`config.mk`:
```
export PLATFORM = sky130hd
export DESIGN_NAME = if_stage_flat
export DESIGN_NICKNAME = d
export VERILOG_FILES = /design/src/rtl/if_stage_if.sv /design/src/rtl/if_stage.sv /design/src/flat_wrapper.sv
export SDC_FILE = /design/constraint.sdc
export NUM_CORES = 1
export LEC_CHECK = 0
export CELL_PAD_IN_SITES_DETAIL_PLACEMENT = 0
export CELL_PAD_IN_SITES_GLOBAL_PLACEMENT = 2
export CORE_UTILIZATION = 26
export DETAILED_ROUTE_END_ITERATION = 16
export PLACE_DENSITY = 0.85
export SYNTH_ARGS = -nofsm -noshare
export SYNTH_HDL_FRONTEND = slang
export SYNTH_SLANG_ARGS = --single-unit
```
`constraint.sdc`:
```
create_clock -name clk -period 2.2 [get_ports clk]
set_input_delay 0.44 -clock clk [delete_from_list [all_inputs] [get_ports clk]]
set_output_delay 0.44 -clock clk [all_outputs]
set_load 0.02 [all_outputs]
```
`src/rtl/if_stage_if.sv`:
```
// if_stage_if: fetch-stage bus (decode redirect/stall, instruction memory, IF/ID outputs)
interface if_stage_if;
  logic        ifi_branch;
  logic [15:0] ifi_new_pc;
  logic        ifi_pause;
  logic        ifo_mem_req;
  logic [15:0] ifo_mem_addr;
  logic        ifi_mem_ack;
  logic [15:0] ifi_mem_data;
  logic [15:0] ifo_addr;
  logic [15:0] ifo_instr;
  logic        ifo_valid;
  modport slave (
    input  ifi_branch, ifi_new_pc, ifi_pause, ifi_mem_ack, ifi_mem_data,
    output ifo_mem_req, ifo_mem_addr, ifo_addr, ifo_instr, ifo_valid
  );
  modport master (
    output ifi_branch, ifi_new_pc, ifi_pause, ifi_mem_ack, ifi_mem_data,
    input  ifo_mem_req, ifo_mem_addr, ifo_addr, ifo_instr, ifo_valid
  );
endinterface

```
`src/rtl/if_stage.sv`:
```
// if_stage: instruction fetch with stall buffer and redirect; BRANCH_DELAY_SLOT_EN keeps the redirect-cycle word as a delay slot
module if_stage (
  input logic      clk,
  input logic      rst,
  if_stage_if.slave bus
);
  localparam logic [15:0] RESET_PC  = 16'h0000;
  localparam logic [15:0] NOP_INSTR = 16'h0800;
  typedef enum logic {REQ, HOLD} state_t;
  state_t      r_state;
  logic [15:0] r_pc;
  logic [15:0] r_buf;
  logic [15:0] r_addr;
  logic [15:0] r_instr;
  logic        r_valid;
  logic [15:0] w_slot;
  logic        w_has;
  logic        w_keep;
  assign w_slot = (r_state == HOLD) ? r_buf : bus.ifi_mem_data;
  assign w_has  = (r_state == HOLD) || bus.ifi_mem_ack;
`ifdef BRANCH_DELAY_SLOT_EN
  assign w_keep = w_has;
`else
  assign w_keep = 1'b0;
`endif
  assign bus.ifo_mem_req  = !rst && (r_state == REQ);
  assign bus.ifo_mem_addr = r_pc;
  assign bus.ifo_addr     = r_addr;
  assign bus.ifo_instr    = r_instr;
  assign bus.ifo_valid    = r_valid;
  always_ff @(posedge clk) begin
    if (rst) begin
      r_state <= REQ;
      r_pc    <= RESET_PC;
      r_buf   <= '0;
      r_addr  <= '0;
      r_instr <= NOP_INSTR;
      r_valid <= 1'b0;
    end else if (bus.ifi_pause) begin
      if (r_state == REQ && bus.ifi_mem_ack) begin
        r_buf   <= bus.ifi_mem_data;
        r_state <= HOLD;
      end
    end else if (bus.ifi_branch) begin
      r_state <= REQ;
      r_pc    <= bus.ifi_new_pc;
      r_addr  <= r_pc;
      r_instr <= w_keep ? w_slot : NOP_INSTR;
      r_valid <= w_keep;
    end else if (w_has) begin
      r_state <= REQ;
      r_addr  <= r_pc;
      r_instr <= w_slot;
      r_valid <= 1'b1;
      r_pc    <= r_pc + 16'd1;
    end else begin
      r_instr <= NOP_INSTR;
      r_valid <= 1'b0;
    end
  end
endmodule

```
`src/flat_wrapper.sv`:
```
// flat-port wrapper written by rule: the top's interface ports become plain ports
module if_stage_flat 
  (clk, rst, bus_ifi_branch, bus_ifi_new_pc, bus_ifi_pause, bus_ifi_mem_ack, bus_ifi_mem_data, bus_ifo_mem_req, bus_ifo_mem_addr, bus_ifo_addr, bus_ifo_instr, bus_ifo_valid);
  if_stage_if bus_i ();
  input logic clk;
  input logic rst;
  input wire logic [$bits(bus_i.ifi_branch)-1:0] bus_ifi_branch;
  input wire logic [$bits(bus_i.ifi_new_pc)-1:0] bus_ifi_new_pc;
  input wire logic [$bits(bus_i.ifi_pause)-1:0] bus_ifi_pause;
  input wire logic [$bits(bus_i.ifi_mem_ack)-1:0] bus_ifi_mem_ack;
  input wire logic [$bits(bus_i.ifi_mem_data)-1:0] bus_ifi_mem_data;
  output wire logic [$bits(bus_i.ifo_mem_req)-1:0] bus_ifo_mem_req;
  output wire logic [$bits(bus_i.ifo_mem_addr)-1:0] bus_ifo_mem_addr;
  output wire logic [$bits(bus_i.ifo_addr)-1:0] bus_ifo_addr;
  output wire logic [$bits(bus_i.ifo_instr)-1:0] bus_ifo_instr;
  output wire logic [$bits(bus_i.ifo_valid)-1:0] bus_ifo_valid;
  assign bus_i.ifi_branch = bus_ifi_branch;
  assign bus_i.ifi_new_pc = bus_ifi_new_pc;
  assign bus_i.ifi_pause = bus_ifi_pause;
  assign bus_i.ifi_mem_ack = bus_ifi_mem_ack;
  assign bus_i.ifi_mem_data = bus_ifi_mem_data;
  assign bus_ifo_mem_req = bus_i.ifo_mem_req;
  assign bus_ifo_mem_addr = bus_i.ifo_mem_addr;
  assign bus_ifo_addr = bus_i.ifo_addr;
  assign bus_ifo_instr = bus_i.ifo_instr;
  assign bus_ifo_valid = bus_i.ifo_valid;
  if_stage u_core (.clk(clk), .rst(rst), .bus(bus_i));
endmodule
```
# After elaboration in Yosys (flattened, before gate mapping)
# Index checks and enable logic that the tools add are counted.
# word_totals
register_bits,66
latch_bits,0
ramBits,0
rom_bits,0
input_bits,37
word_cells,32
memories,0
# op_classes
n_addsub,1
multipliers,0
div,0
n_lt_le_gt_ge,0
eq_ne,1
shift,0
muxes,13
bitwise,2
reduce_logical,9
# ops
operator,count
two-way mux 16 bit,7
"adder 16 x 1 -> 16 bit, second input constant",1
two-way mux 1 bit,6
AND reduction 2 bit,3
nonzero test 3 bit,1
logical AND 1 bit,2
"inequality test 2 x 1 -> 1 bit, second input constant",1
NOT 1 bit,2
nonzero test 2 bit,1
logical NOT 1 bit,1
logical OR 1 bit,1

# Logic depth before layout (Yosys ltp)
# Gate-level depths: netlist (run 1).
# depth
word_depth,4
depth_mapped,7
ltp_nobuf,5

# Least setup slack after synthesis (run 1)
# OpenSTA, ideal clock, no wires.
# synth_path
kind,reg-to-reg
start,"register u_core.r_pc[0], in the netlist u_core.bus.ifo_mem_addr[0]"
end,"register u_core.r_pc[14], in the netlist u_core.bus.ifo_mem_addr[14]"
setup_ps,62
arrival_time_ps,1750
t_required_ps,2138
path_slack_ps,388
stages_incl_launch_ff,7
period_less_slack_ps,1812
path_cell_list,dfxtp_1 > ha_1 > and3_1 > buf_2 > nand4_1 > or4_1 > nand3_1
# synth_via
elab_chain_len,3
# synth_lines
item,line_no,rtl
from (decl),if_stage.sv:11,logic [15:0] r_pc;
from (signal assigned),if_stage.sv:46,r_pc <= bus.ifi_new_pc;
from (signal assigned),if_stage.sv:55,r_pc <= r_pc + 16'd1;
adder 16 x 1 -> 16 bit,if_stage.sv:55,
two-way mux 16 bit,if_stage.sv:50,end else if (w_has) begin
two-way mux 16 bit,if_stage.sv:44,end else if (bus.ifi_branch) begin
# Every way passes these cells. The select of a mux whose other input is x is not followed.
# A chain may end at the register's enable or synchronous reset.

# Worst setup path in the final report (run 1)
# layout_path
start,"register u_core.r_pc[4], in the netlist u_core.bus.ifo_mem_addr[4]"
end,output bus_ifo_mem_addr[4]
# layout_rtl
item,line_no,rtl
to (decl),flat_wrapper.sv:13,output wire logic [$bits(bus_i.ifo_mem_addr)-1:0] bus_ifo_mem_addr;
# No word-level cell between the ends.

==> qor.yml, run 1 <==
status: "complete, no violations"
setup_viol: 0
total_power_mw: 2.90
critPathArrivalTime_ns: 1.56
final_cell_mix: "nand2_1 (110), clkdlybuf4s50_1 (85), dfxtp_1 (66)"
fin_worst_skew_ns: 0.00714
first_global_vias: 3017
ys_types: 41
nFillCells: 1181
wire_per_inst_um: 14.6
rsz0062_at_grt: "false"
dp_cells: 617
cp-start-kind: "register"
cts_max_level: 3
synth_seq_cells: 66
start_util_pct: 26.8
tns_ns: 0
critPathRequiredTime_ns: 1.76
core-area_sq_um: 10900
regToRegSetupSlack_ns: 0.42
multi_input_area_sq_um: 1460
ir_drop_mv: 0.343
async_flop_share_pct: 0
final_cells: 633
cts_buffer_depth: 2
fin_crit_sh_pct: 91.0
drive_above_1_share_pct: 9.94
endpoint_kind: "output port"
finish.net_count: 526
syn_inst: 393
place_congestion: 0.775
grt_pass1_wl_um: 15000
critical_path_class: "register to output port"
slew_headroom_pct: 74.7
die_w_um: 108
wirelength_um: 9260
dr.pass1.iters: 4
drv_cap: 0
fmax_mhz: 500
grt_remaining_overflow: 0
cts_hold_buf: 0
seq_area_frac_synth_pct: 45.2
r2r-start: "u_core.bus.ifo_mem_addr[2]"
dieArea_sq_um: 11700
drt.antenna.violating_nets: 0
post-route-util_pct: 39.2
clkLatencyLatePin_ns: 0.34
ctsResizeCount: 0
r2r-end: "u_core.bus.ifo_mem_addr[14]"
p_leak_nw: 1.55
max_slew.worst_pin.slew_ns: 0.377
seqCellArea_sq_um: 1320
cts_sinks: 66
final.min_clock_period_ns: 2.00
max_stage_delay_ns: 0.60
cts_buffers: 9
num_vias: 3026
hold_class: "register to register"
finalHoldViolCount: 0
hold_path_depth: 2
clk_pin_slew_ns: 0.08
powerDensity_nw_per_um2: 679
die_y_um: 108
dp_hpwl_um: 6540
yosys_warnings: 0
grt_max_degree: 30
synth_area_sq_um: 2920
antenna_found_initial: 0
synth.net_count: 431
cp_max_fo: 7
synth_edf_count: 0
drc_errors: 0
min_to: "u_core.r_buf[3]"
min_from: "u_core.r_buf[3]"
layout_commonest_cell: "nand2_1"
via_per_inst: 4.78
placed_area_sq_um: 4050
areaGrowthSynthToFinish_pct: 46.3
port-buffer-count: 86
drtIter0Drc: 120
rows: 38
stdcell_area_sq_um: 4270
tritoncts: "done"
avgSynthCellArea_sq_um: 7.43
antennaDiodeCount: 0
ys.flop_type: "dfxtp_1"
finalMaxSlewViolations: 0
post-cts-setup-buffers: 0
worst-r2r-cell-count: 4
critical_path.cell_chain: "buf_4, clkdlybuf4s50_1"
track_usage_pct: 16.8
io_pins: 87
crit_slowest_cell: "clkdlybuf4s50_1"
cts_root_buf: "clkbuf_8"
## per-stage QoR
step / hold WS, ns / setup WS [ns]
detailed placement: 0.444 / 0.119
floorplan: 0.436 / 0.388
global placement: 0.437 / 0.121
global route: 0.474 / 0.120
CTS: 0.458 / 0.172
finish: 0.457 / 0.198
## where the power goes
part           leakage [nW]  internal, mW  switching, mW
registers             0.538          1.24         0.0446
logic                 0.906         0.215          0.232
clock network         0.109         0.671          0.493
## metal layers
layer / routed length [um] / GRT usage (%) / share of wire (%)
met4: 70 / 4.11 / 0.76
met3: 662 / 5.91 / 7.2
met1: 4170 / 20.0 / 45
met5: 0 / 0 / 0
met2: 4350 / 28.6 / 47
## worst max-delay path by stage
stage	cells after the start	end	start
after floorplan	6	u_core.bus.ifo_mem_addr[14]	u_core.bus.ifo_mem_addr[0]
after global placement	5	u_core.bus.ifo_mem_addr[10]	bus_ifi_branch
after detailed placement	6	u_core.bus.ifo_mem_addr[8]	bus_ifi_branch
after CTS	2	bus_ifo_mem_addr[4]	u_core.bus.ifo_mem_addr[4]
after global routing	1	bus_ifo_mem_addr[2]	u_core.bus.ifo_mem_addr[2]
final	2	bus_ifo_mem_addr[4]	u_core.bus.ifo_mem_addr[4]
## cell usage after synthesis (2+ instances only)
cell type | number | area (sq um)
a21oi_1 | 59 | 295
nor2b_1 | 6 | 37.5
buf_2 | 12 | 60.1
nor3_1 | 3 | 15.0
mux2i_1 | 5 | 50.1
nand2_1 | 110 | 413
a211oi_1 | 4 | 30.0
nand4_1 | 5 | 31.3
nor4_1 | 4 | 25.0
nor2_1 | 28 | 105
and2_1 | 2 | 12.5
a21o_1 | 3 | 22.5
a31oi_1 | 3 | 18.8
and4_1 | 2 | 17.5
or3_1 | 4 | 25.0
nand2b_1 | 2 | 12.5
clkbuf_1 | 15 | 56.3
buf_1 | 3 | 11.3
o21ai_0 | 26 | 130
nand3_1 | 7 | 35.0
a22o_1 | 2 | 17.5
and3_1 | 2 | 12.5
a22oi_1 | 2 | 15.0
a222oi_1 | 2 | 20.0
dfxtp_1 | 66 | 1320
## sequential cells by signal, summed over array words and instances (netlist names)
signal                   cells
u_core.bus.ifo_addr         16
u_core.bus.ifo_instr        16
u_core.bus.ifo_mem_addr     16
u_core.bus.ifo_valid         1
u_core.r_buf                16
u_core.r_state               1
## cells by family after synthesis
family                   share of synthesized area, %
adder cells (fa/ha/maj)                         0.428
AO/OA/AOI/OAI                                    20.8
flip-flops                                       45.2
buffers and inverters                            4.88
AND/OR/NAND/NOR                                  26.9
multiplexers                                     1.71
## critical path, delay by kind of cell, from the launching register on
family / cells / cell delay [ns]
buffers and inverters: 2 / 0.78
DFF: 1 / 0.44
## layout make-up
class	instances	area share (%)
flip-flops and latches	66	30.9
clock buffers	10	3.22
clock inverters	6	2.08
multi-input cells	295	34.2
inverters	1	0.0878
repair buffers	115	25.4
well taps	140	4.10
Power figures use the tool's default switching activity.
==> inputs of run 2 (changes only) <==
CORE_ASPECT_RATIO = 1.2   (was not set)
GPL_ROUTABILITY_DRIVEN = 0   (was not set)
SKIP_LAST_GASP = 1   (was not set)
==> qor.yml, run 2 (same netlist as run 1, synthesis figures left out) <==
cts_hold_buf: 0
cts_sinks: 66
ctsResizeCount: 0
fmax_mhz: 510
clkLatencyLatePin_ns: 0.33
core-area_sq_um: 11000
die_y_um: 118
grt_max_degree: 36
dieArea_sq_um: 11700
tritoncts: "done"
endpoint_kind: "output port"
finalHoldViolCount: 0
rows: 42
rsz0062_at_grt: "false"
critPathRequiredTime_ns: 1.76
antennaDiodeCount: 0
cts_max_level: 3
p_leak_nw: 1.56
cts_buffer_depth: 2
post-cts-setup-buffers: 0
setup_viol: 0
antenna_found_initial: 0
drive_above_1_share_pct: 8.83
timing.hold.ws_ns: 0.452
layout_commonest_cell: "nand2_1"
drt.antenna.violating_nets: 0
via_per_inst: 4.83
fin_worst_skew_ns: 0.00802
hold_class: "register to register"
slew_headroom_pct: 59.7
dp_worst_setup_slack_ns: 0.102
placed_area_sq_um: 4000
cts_root_buf: "clkbuf_16"
final.min_clock_period_ns: 1.96
cp-start-kind: "register"
final_cells: 619
grt_remaining_overflow: 0
drv_cap: 0
track_usage_pct: 16.2
crit_family: "buffers and inverters"
max_slew.worst_pin.slew_ns: 0.599
fin_crit_sh_pct: 89.1
crit_slowest_cell: "clkdlybuf4s50_1"
dp_cells: 603
io_pins: 87
start_util_pct: 26.6
critical_path.cell_chain: "nor2_1, clkdlybuf4s50_1"
stdcell_area_sq_um: 4310
drc_errors: 0
status: "complete, no violations"
port-buffer-count: 86
multi_input_area_sq_um: 1460
final_cell_mix: "nand2_1 (110), clkdlybuf4s50_1 (85), dfxtp_1 (66)"
cp_max_fo: 3
finish.net_count: 520
max_stage_delay_ns: 0.65
setup_slack_ns: 0.239
areaGrowthSynthToFinish_pct: 47.5
powerDensity_nw_per_um2: 739
clk_pin_slew_ns: 0.05
drtIter0Drc: 124
seqCellArea_sq_um: 1320
critPathArrivalTime_ns: 1.52
finalMaxSlewViolations: 0
cts_buffers: 9
critical_path_class: "register to output port"
wirelength_um: 8940
dp_hpwl_um: 6320
dr.pass1.iters: 4
nFillCells: 1179
first_global_vias: 2974
num_vias: 2989
ir_drop_mv: 0.325
die_w_um: 98.8
wire_per_inst_um: 14.4
tns_ns: 0
crit_buf_inv: 1
grt_pass1_wl_um: 14600
## run 2: layout make-up
| type | count | share of cell area, % |
|---|---|---|
| clock buffer | 10 | 5.55 |
| clock inverter | 6 | 1.54 |
| inverter | 1 | 0.0871 |
| multi-input combinational | 295 | 33.9 |
| sequential | 66 | 30.7 |
| tap | 132 | 3.83 |
| timing repair buffer | 109 | 24.4 |
## run 2: worst paths after layout
| path | from | endpoint | slack [ns] | depth (start not counted) |
|---|---|---|---|---|
| worst max-delay path | u_core.r_state | bus_ifo_mem_req | 0.24 | 2 |
| worst min-delay path | u_core.bus.ifo_instr[0] | u_core.bus.ifo_instr[0] | 0.45 | 2 |
| worst max register to register | u_core.bus.ifo_mem_addr[1] | u_core.bus.ifo_mem_addr[14] | 0.35 | 5 |
| worst min register to register | u_core.bus.ifo_instr[0] | u_core.bus.ifo_instr[0] | 0.45 | 2 |
## run 2: layer usage
metal | global-route usage (%) | share of wire (%) | up-vias
met1 | 19.7 | 45 | 1378
met5 | 0 | 0 | -
met3 | 4.45 | 5.2 | 9
met4 | 6.53 | 1.4 | 0
li1 | - | - | 1519
met2 | 26.7 | 48 | 83
## run 2: power breakdown
part           total (mW)  internal, mW  leakage (nW)  switching [mW]
Clock                1.46         0.907         0.141           0.551
Sequential           1.30          1.25         0.538          0.0518
Combinational       0.431         0.211         0.878           0.221
## run 2: worst register-to-register path, delay by kind of cell (launching register included)
kind,cells,cell delay (ns)
fa+ha+maj,1,0.26
flops,1,0.49
simple gates,4,1.06
## run 2: through the flow
| step | power (mW) | utilization, % |
|---|---|---|
| 6_report | 3.19 | 39.2 |
| 5_1_grt | 3.33 | 39.2 |
| 4_1_cts | 3.23 | 39.2 |
| 3_5_place_dp | 1.76 | 36.5 |
| 3_3_place_gp | 1.75 | 36.5 |
| 2_1_floorplan | 1.53 | - |
